$ cat config.mk
export PLATFORM = sky130hd
export DESIGN_NAME = pipe_skid_stage
export DESIGN_NICKNAME = d
export VERILOG_FILES = /design/src/rtl/pipe_pkg.sv /design/src/rtl/pipe_data_reg.sv /design/src/rtl/pipe_skid_stage.sv
export SDC_FILE = /design/constraint.sdc
export NUM_CORES = 1
export LEC_CHECK = 0
export CORE_UTILIZATION = 50
export DETAILED_ROUTE_END_ITERATION = 10
export PLACE_DENSITY = 0.8
export RECOVER_POWER = 50
export SKIP_LAST_GASP = 1
export SLEW_MARGIN = 20
export SYNTH_ARGS = -nofsm -noshare
export SYNTH_HDL_FRONTEND = slang
export SYNTH_SLANG_ARGS = --single-unit
$ cat constraint.sdc
create_clock -name clk -period 1.6 [get_ports clk]
set_input_delay 0.16 -clock clk [delete_from_list [all_inputs] [get_ports clk]]
set_output_delay 0.16 -clock clk [all_outputs]
set_load 0.03 [all_outputs]
$ cat src/rtl/pipe_pkg.sv
// ============================================================================
// Module      : pipe_pkg
// Description : Shared types and constants for the pipeline stage registers
//               and the hazard unit.
// Revision    : 1.0 - initial release
// ============================================================================
`default_nettype none

package pipe_pkg;

  // Occupancy of a two-entry skid stage
  typedef enum logic [1:0] {
    EMPTY = 2'd0,
    ONE   = 2'd1,
    FULL  = 2'd2
  } pipe_state_t;

  // Width of the optional back-pressure statistics counter
  localparam int STALL_CNT_W = 32;

endpackage : pipe_pkg

`default_nettype wire

$ cat src/rtl/pipe_data_reg.sv
// ============================================================================
// Module      : pipe_data_reg
// Description : W-bit data register with load enable and synchronous,
//               active-high reset to RESET_VAL.
// Revision    : 1.0 - initial release
// ============================================================================
`default_nettype none

module pipe_data_reg #(
  parameter int           W         = 32,
  parameter logic [W-1:0] RESET_VAL = {W{1'b0}}
) (
  input  logic         clk,
  input  logic         rst,
  input  logic         en,
  input  logic [W-1:0] d,
  output logic [W-1:0] q
);

  logic [W-1:0] data_d;
  logic [W-1:0] data_q;

  // Load new data only when enabled, otherwise hold
  always_comb begin
    data_d = data_q;
    if (en) data_d = d;
  end

  // Storage flop with synchronous reset
  always_ff @(posedge clk) begin
    if (rst) data_q <= RESET_VAL;
    else     data_q <= data_d;
  end

  assign q = data_q;

endmodule : pipe_data_reg

`default_nettype wire

$ cat src/rtl/pipe_skid_stage.sv
// ============================================================================
// Module      : pipe_skid_stage
// Description : Two-entry skid-buffer pipeline stage with valid/ready
//               handshake, synchronous flush and full-throughput
//               back-pressure. in_ready/out_valid come from registered state
//               only, so there is no combinational ready path through it.
//               Optional feature macro: PIPE_SKID_STATS_EN adds the stall_cnt
//               port counting cycles with out_valid=1 and out_ready=0.
// Revision    : 1.0 - initial release
// ============================================================================
`default_nettype none

module pipe_skid_stage
  import pipe_pkg::*;
#(
  parameter int           W         = 32,
  parameter logic [W-1:0] RESET_VAL = {W{1'b0}}
) (
  input  logic                   clk,
  input  logic                   rst,
  input  logic                   flush,
  input  logic                   in_valid,
  output logic                   in_ready,
  input  logic [W-1:0]           in_data,
  output logic                   out_valid,
  input  logic                   out_ready,
  output logic [W-1:0]           out_data
`ifdef PIPE_SKID_STATS_EN
  ,
  output logic [STALL_CNT_W-1:0] stall_cnt
`endif
);

  pipe_state_t  state_d, state_q;
  logic         in_fire, out_fire;
  logic         main_en, skid_en;
  logic [W-1:0] main_in, skid_q;

  assign out_valid = (state_q != EMPTY);
  assign in_ready  = (state_q != FULL) & ~rst;
  assign in_fire   = in_valid & in_ready;
  assign out_fire  = out_valid & out_ready;

  // Next state and data-register load enables; flush clears occupancy only
  always_comb begin
    state_d = state_q;
    main_en = 1'b0;
    skid_en = 1'b0;
    main_in = in_data;
    unique case (state_q)
      EMPTY: begin
        if (in_fire) begin
          state_d = ONE;
          main_en = 1'b1;
        end
      end
      ONE: begin
        if (in_fire && out_fire) begin
          main_en = 1'b1;
        end else if (in_fire) begin
          state_d = FULL;
          skid_en = 1'b1;
        end else if (out_fire) begin
          state_d = EMPTY;
        end
      end
      FULL: begin
        main_in = skid_q;
        if (out_fire) begin
          state_d = ONE;
          main_en = 1'b1;
        end
      end
      default: state_d = EMPTY;
    endcase
    // Flush drops every held or arriving beat; the data registers keep
    // their stale contents since nothing reads them while EMPTY
    if (flush) begin
      state_d = EMPTY;
      main_en = 1'b0;
      skid_en = 1'b0;
    end
  end

  // Occupancy state register
  always_ff @(posedge clk) begin
    if (rst) state_q <= EMPTY;
    else     state_q <= state_d;
  end

  // Head entry: drives out_data
  pipe_data_reg #(
    .W         (W),
    .RESET_VAL (RESET_VAL)
  ) u_main (
    .clk (clk),
    .rst (rst),
    .en  (main_en),
    .d   (main_in),
    .q   (out_data)
  );

  // Second entry: catches the beat accepted while the head is stalled
  pipe_data_reg #(
    .W         (W),
    .RESET_VAL (RESET_VAL)
  ) u_skid (
    .clk (clk),
    .rst (rst),
    .en  (skid_en),
    .d   (in_data),
    .q   (skid_q)
  );

`ifdef PIPE_SKID_STATS_EN
  logic [STALL_CNT_W-1:0] stall_cnt_d, stall_cnt_q;

  // Saturating count of stalled-output cycles; flush does not clear it
  always_comb begin
    stall_cnt_d = stall_cnt_q;
    if (out_valid && !out_ready && (stall_cnt_q != {STALL_CNT_W{1'b1}}))
      stall_cnt_d = stall_cnt_q + 1'b1;
  end

  // Statistics counter register
  always_ff @(posedge clk) begin
    if (rst) stall_cnt_q <= '0;
    else     stall_cnt_q <= stall_cnt_d;
  end

  assign stall_cnt = stall_cnt_q;
`endif

endmodule : pipe_skid_stage

`default_nettype wire

==> results.md, run 1 <==
Status:
- The run finished with clean final reports.

STA:
- The final critical delay including setup and external delays is 1550 ps.
- Across the routed clock network, the largest skew measured is 4.73 ps.
- Setup violations remaining at the end of the flow were counted as 0.
- Setup repair after global routing left no endpoint under its margin.
- Derived from the worst setup path, the maximum achievable clock frequency is 0.644 GHz.
- The final critical path takes up 97.0% of the cycle.
- In the post-route analysis, the smallest setup slack over all paths is 47.7 ps.
- The number of hold-slack violations in the final timing report was 0.
- The measured slew at the worst slew-check pin is 410 ps.
- The number of pins with negative max-slew slack in the final report came to 0.
- The worst slew margin relative to its limit is 72.7%.
- The minimum hold slack is 409 ps.

Power and ir drop:
- In this run the static leakage power is 1.60 nW.
- Power spread over the standard cell area amounts to 860 nW/um2.
- Across the VDD grid, the largest voltage drop is 567 uV.

Synthesis:
- The share of synthesized area in the top cell type comes to 42.2%.
- The number of nets in the synthesized netlist is 387.
- The synthesized design contains 66 register bits.
- By area the synthesized netlist is led by dfxtp_1 (42%), mux2i_1 (11%), o211ai_1 (7.7%).
- The post-synthesis instance total is 350.
- The average cell area after synthesis is 8.94 um2.
- dfxtp_1 takes more of the synthesized area than any other cell.
- The count of synthesis-stage warnings from yosys is 0.
- In this run the cell area of the synthesized design comes to 3130 um2.
- The synthesized netlist contains 25 unique library cells.
- Of the synthesized area, sequential elements account for 42.2%.

Die:
- The floorplan step set the die height to 81.1 um.
- The die is 81.1 um wide.
- The initial cell density of the core is 52.2%.
- The floorplan step defined a die boundary enclosing 6580 um2.
- The placeable core region is 5990 um2.
- Pin placement for this block handled 71 I/O pins.
- In this run the core area contains 28 standard-cell rows.

CTS:
- The clock insertion delay at the later pin of the skew report is 350 ps.
- The cell at the root of the clock tree is clkbuf_8.
- The number of buffers added to fix hold violations after cts is 0.
- Counting the buffers created by CTS gives 9.
- Clock tree synthesis found a total of 66 sinks.
- The longest clock path from root to sink contains 2 buffers.
- TritonCTS built the clock tree.
- After clock tree synthesis, the clock-pin slew on the worst setup and hold paths is 70 ps.
- In this run the number of H-tree levels came out at 3.

Critical path:
- Grouping stages by cell kind, the critical path spends the most delay in buffers and inverters.
- The type of the worst setup path is reg -> out.
- The data arrival time at the worst-slack endpoint is 1390 ps.
- The top fanout value on the critical path is 2.
- The slack of the worst reg-to-reg path is 50 ps.
- The largest single stage delay on the critical path is 700 ps.
- The critical path goes through clkdlybuf4s50_1.
- The worst setup path is captured at a primary output.
- The cell type of the slowest stage on the worst timing path is clkdlybuf4s50_1.
- For the worst setup path, the data required time is 1440 ps.
- The buffers plus inverters on the worst setup path is 1.
- The worst setup path is launched from a flop.

Global route:
- The first global-routing pass estimated 13100 um of wire.
- After global routing the overflow that remains totals 0.
- The number of global-route vias before repair was 2808.
- The overall global routing resource usage is 26.2%.
- The initial antenna violation count was 0.
- Entering global routing, the biggest net connects 33 pins.

Cells and area:
- The library cell used most frequently in the layout, excluding fill and tap cells, is clkdlybuf4s50_1.
- In the layout the commonest cells are clkdlybuf4s50_1 (67), dfxtp_1 (64), a21oi_1 (34).
- After the last flow step, the layout net total stands at 460.
- Cells fill 70.3% of the core in the end.
- With fillers left out, the area of the finished cells amounts to 4210 um2.
- The ratio of cells with drive above 1 in the final layout is 19.4%.
- The antenna diode count is 0.
- Relative to the synthesized area, the layout overhead comes to 34.6%.
- The finished layout holds 503 standard cells, fillers aside.

Placement:
- The count of buffers added on input and output ports is 70.
- In this run, placement finished with an instance count of 484.
- Prior to clock tree synthesis, the placed netlist has a worst setup slack of -210 ps.
- The routability congestion estimate is 0.844.
- Summed over all nets, the half-perimeter wirelength after detailed placement is 5340 um.
- The placed instances occupy a cell area of 4030 um2.

Drt:
- The detailed router finished its first iteration with 174 violations.
- In the routed layout, each cell is associated on average with a via count of 5.89.
- Once detail routing completed, the nets flagged for antenna violations numbered 0.
- The number of DRC violations after detailed routing is 0.
- The total iterations of the first detailed-routing run is 4.
- The via count of the routed design is 2964.
- The final layout contains routed wiring with a total length of 8130 um.
- The wire length per cell is 16.2 um.

Job:
- The number of max-capacitance violations reported is 0.

Min path:
- The worst min-delay path class is in -> reg.
per-layer routing:
layer	up-vias	track usage (%)	share of wire, %
met4	0	12.5	2.5
met3	19	6.18	4.6
met1	1425	32.4	43
li1	1414	-	-
met2	106	42.8	49
met5	-	0	0
cell type report:
cell class,instances,area [um2]
clock inverters,6,57.6
fillers,479,1780
multi-input cells,244,1630
repair buffers,100,968
flip-flops and latches,66,1320
inverters,2,7.51
clock buffers,10,128
well taps,75,93.8
where the power goes:
group | internal, mW | switching [mW]
clock | 0.708 | 0.633
sequential | 1.69 | 0.0247
combinational | 0.267 | 0.299
sequential cells by signal, indices dropped and copies added, names as in the netlist:
name and flops:
u_main.q 32, state_q 2, u_skid.q 32
path summary, 6_finish.rpt:
kind,startpoint,end,depth (start not counted)
setup / recovery,u_main.q[20]$_SDFFE_PP0P_,out_data[20],1
hold / removal,in_data[10],u_skid.q[10]$_SDFFE_PP0P_,3
setup reg to reg,state_q[1]$_SDFFE_PP0P_,u_skid.q[2]$_SDFFE_PP0P_,5
hold reg to reg,u_main.q[26]$_SDFFE_PP0P_,u_main.q[26]$_SDFFE_PP0P_,2
Yosys cell counts:
cell type / instances
or3b_2: 27
buf_6: 3
nor3b_2: 2
inv_1: 1
or3b_1: 8
o211a_1: 1
buf_1: 1
or2_2: 1
o211ai_1: 32
o31ai_4: 1
nand3_1: 32
dfxtp_1: 66
clkbuf_1: 20
nor4b_2: 1
nor4_1: 1
inv_2: 1
nor2b_1: 2
nor2_1: 2
a21oi_1: 34
nand2_1: 33
buf_2: 14
o21ai_1: 32
and4bb_1: 1
and3b_1: 1
mux2i_1: 33
kinds of logic after synthesis:
| logic type | after synthesis | synth area share, % |
|---|---|---|
| mux | 33 | 10.6 |
| flops | 66 | 42.2 |
| buf+inv | 40 | 6.08 |
| simple gates | 111 | 21.9 |
| compound gates | 100 | 19.2 |
stage by stage:
stage	power [mW]	TNS (ps)
final	3.62	0
after global routing	3.77	0
after CTS	3.64	0
after detailed placement	2.32	-8340
after global placement	2.31	-5050
after floorplan	2.03	0
repair_timing:
item,in CTS,in global routing
endpoints found under the setup margin,32,4
gates resized for setup,3,3
buffers inserted,1,2
Note: power is estimated with default switching activity, not from simulation.
==> inputs of run 2 (changes only) <==
- CORE_UTILIZATION: 50 -> 45
- HOLD_SLACK_MARGIN: unset -> 0.02
- PLACE_DENSITY: 0.8 -> 0.76
- clock period: 1.6 -> 1.42 ns (I/O delays scaled with it)
==> run 2 against run 1 <==
  * The flow now finishes with violations (negative setup slack)
  * Final cell count up 6.2%
  * Clock power increased by 38%
  * Total power increased by 26%
  * Critical path type is now reg -> reg
  * Critical endpoint is now u_main.q[12]$_SDFFE_PP0P_
  * Largest power group unchanged
==> results.md, run 2 (same netlist as run 1, synthesis figures left out) <==
Status:
- Run status: finished with violations (was complete, no violations).
- The checks that failed: negative setup slack.

Drt:
- The initial DRC count is 253 (was 174).
- The wire length after detailed routing is 11800 um (was 8130 um).
- The total iterations of the first detailed-routing run came to 5 (was 4).
- The via count of the routed design is 3378 (was 2964).
- The count of nets left with antenna violations after detail routing is 0 (unchanged).
- The number of DRC violations after detailed routing is 0 (unchanged).
- The via-per-instance ratio is 6.33 (was 5.89).
- The wire length per cell came to 22.2 um (was 16.2 um).

Critical path:
- The top fanout value on the critical path came to 7 (was 2).
- The launching element type of the critical path is a flop (unchanged).
- The slack of the worst reg-to-reg path is -170 ps (was 50 ps).
- The type of the worst setup path is reg -> reg (was reg -> out).
- The buffers plus inverters on the worst setup path is 2 (was 1).
- The critical path capture point type is a flop (was primary output).
- The data arrival time at the worst-slack endpoint came to 1840 ps (was 1390 ps).
- The cell type of the slowest stage on the worst timing path is dfxtp_4 (was clkdlybuf4s50_1).
- The largest stage delay on the critical path is 410 ps (was 700 ps).
- The critical path's top delay family is flip-flops (was buffers and inverters).
- The required time of the critical path is 1670 ps (was 1440 ps).
- Critical Path, Cell by Cell: and4bb_1, o31ai_4, buf_6, buf_12, mux2i_1 (was clkdlybuf4s50_1).

Power and ir drop:
- The final total power is 4.55 mW (was 3.62 mW).
- The power share of the sequential group is 42.4% (was 47.3%).
- The ratio of total power to cell area is 923 nW/um2 (was 860 nW/um2).
- The cell leakage power is 2.02 nW (was 1.60 nW).
- The combinational group share of total power is 16.9% (was 15.6%).
- The internal power contribution was 3.30 mW (was 2.66 mW).
- The share of total power consumed by net switching is 27.5% (was 26.4%).
- The net switching component of the power is 1.25 mW (was 0.957 mW).
- The worst supply voltage drop on vdd came to 890 uV (was 567 uV).
- The power share of the clock group is 40.7% (was 37.1%).

CTS:
- The clock insertion delay at the later pin of the skew report is 350 ps (about the same).
- The number of buffers added to fix hold violations after cts is 0 (unchanged).
- The clock tree from TritonCTS is yes (unchanged).
- The clock input transition at the sequential cells of the worst setup and hold paths is 80 ps (was 70 ps).
- The clock tree buffer depth was 2 (unchanged).
- The total CTS buffers is 9 (unchanged).
- The cell at the root of the clock tree was clkbuf_8 (unchanged).
- The H-tree level count is 3 (unchanged).
- The number of sinks driven by the clock tree is 66 (unchanged).

STA:
- The minimum hold slack is 295 ps (was 409 ps).
- The number of pins with negative max-slew slack in the final report is 0 (unchanged).
- The number of hold-slack violations in the final timing report is 0 (unchanged).
- The post-layout worst setup margin was -166 ps (was 47.7 ps).
- Subtracting the final worst setup slack from the clock period gives 1590 ps.
- RSZ-0062 raised after global routing: yes (was no).
- The share of the clock period used by the worst path is 112%.
- The total negative slack for setup checks is -3610 ps (was 0 ps).
- For this run, the top clock speed supported by timing is 0.630 GHz.
- The measured slew at the worst slew-check pin is 341 ps (was 410 ps).
- The final setup skew is 9.09 ps (was 4.73 ps).
- The worst slew margin relative to its limit is 77.3% (was 72.7%).
- The number of failing setup endpoints in the final timing report is 63 (was 0).

Global route:
- The total global routing overflow was 0 (unchanged).
- The largest net degree at the start of global routing is 41 (was 33).
- The number of global-route vias before repair is 2854 (was 2808).
- The global-route wire length before repair was 13800 um (was 13100 um).
- The overall global routing resource usage is 24.1% (was 26.2%).
- The initial antenna violation count is 0 (unchanged).

Cells and area:
- The utilization after layout is 73.0% (was 70.3%).
- The antenna diode count came to 0 (unchanged).
- The number of nets in the final layout came to 486 (was 460).
- The final instance count without filler cells is 534 (was 503).
- The ratio of cells with drive above 1 in the final layout came to 34.4% (was 19.4%).
- The combined flip-flop and latch cell area is 1330 um2 (was 1320 um2).
- The area of combinational cells with multiple inputs is 1860 um2 (was 1630 um2).
- The most common cell after layout, fill and taps aside is dfxtp_1 (was clkdlybuf4s50_1).
- Most frequent cells in the layout: dfxtp_1 (64), clkdlybuf4s50_1 (34), nand2_1 (33) (was clkdlybuf4s50_1 (67), dfxtp_1 (64), a21oi_1 (34)).
- The design area is 4930 um2 (was 4210 um2).
- The synthesis-to-finish area growth is 57.8% (was 34.6%).
- The number of fillers in the final layout is 456 (was 479).

Die:
- The floorplan die area is 7290 um2 (was 6580 um2).
- The overall die height is 85.4 um (was 81.1 um).
- The initial cell density of the core was 46.3% (was 52.2%).
- The row count is 30 (was 28).
- The horizontal die dimension is 85.4 um (was 81.1 um).
- The number of top-level pins is 71 (unchanged).
- The placeable core region came to 6760 um2 (was 5990 um2).

Placement:
- The routability congestion estimate was 0.822 (was 0.844).
- The count of input and output buffers is 70 (unchanged).
- The half-perimeter wire length after detailed placement is 5270 um (was 5340 um).
- The instance count after placement with tap cells included is 489 (was 484).
- The worst setup timing slack at the placement stage is -412 ps (was -210 ps).
- The total cell area at the placement stage is 4030 um2 (about the same).

Min path:
- The worst min-delay path class is in -> reg (unchanged).

Job:
- The number of max-capacitance violations reported is 0 (unchanged).
run 2: cell types whose count changed in the layout (fill, tap and decap cells not counted), moves of 9 or more:
cell             previous run  this run
clkdlybuf4s50_1            67        34
o21ai_2                     0        27
dlygate4sd2_1               0        32
o21ai_1                    20         0
o21ai_0                    12         0
clkbuf_16                   0         9
buf_6                       1        17
run 2: worst paths after layout:
kind	start	to	depth (start not counted)
worst min-delay path	out_ready	state_q[1]$_SDFFE_PP0P_	3
worst max-delay path	state_q[1]$_SDFFE_PP0P_	u_main.q[12]$_SDFFE_PP0P_	5
worst max register to register	state_q[1]$_SDFFE_PP0P_	u_main.q[12]$_SDFFE_PP0P_	5
worst min register to register	u_main.q[26]$_SDFFE_PP0P_	u_main.q[26]$_SDFFE_PP0P_	2
run 2: layer usage:
| metal | vias up | GRT usage (%) | wire length (um) |
|---|---|---|---|
| met4 | 0 | 12.4 | 616 |
| li1 | 1484 | - | - |
| met5 | - | 0 | 0 |
| met3 | 52 | 3.89 | 920 |
| met2 | 230 | 41.9 | 5900 |
| met1 | 1612 | 28.8 | 4410 |
run 2: tightest hold or removal path, cell delays in order:
cell and delay (ps):
dlymetal6s2s_1 220, buf_4 190, nor4_1 50
run 2: timing repair:
action                                  CTS  global route
setup buffers                             7            10
pin swaps                                 0            63
endpoints found under the setup margin   98            67
resized for setup                        47            69
gates cloned                              1            12
run 2: area by class of cell:
type | count | area share, %
Multi-Input combinational cell | 244 | 37.7
Timing Repair Buffer | 126 | 28.6
Sequential cell | 66 | 26.9
Clock buffer | 11 | 2.87
Tap cell | 80 | 2.03
Clock inverter | 5 | 1.72
Inverter | 2 | 0.152
run 2: power by group through the flow:
| stage | logic (mW) | registers [mW] | clock network [mW] |
|---|---|---|---|
| floorplan | 0.242 | 2.05 | 0 |
| global placement | 0.626 | 1.97 | 0 |
| detailed placement | 0.632 | 1.97 | 0 |
| CTS | 0.641 | 1.93 | 1.83 |
| global route | 0.797 | 1.93 | 1.96 |
| finish | 0.772 | 1.93 | 1.85 |
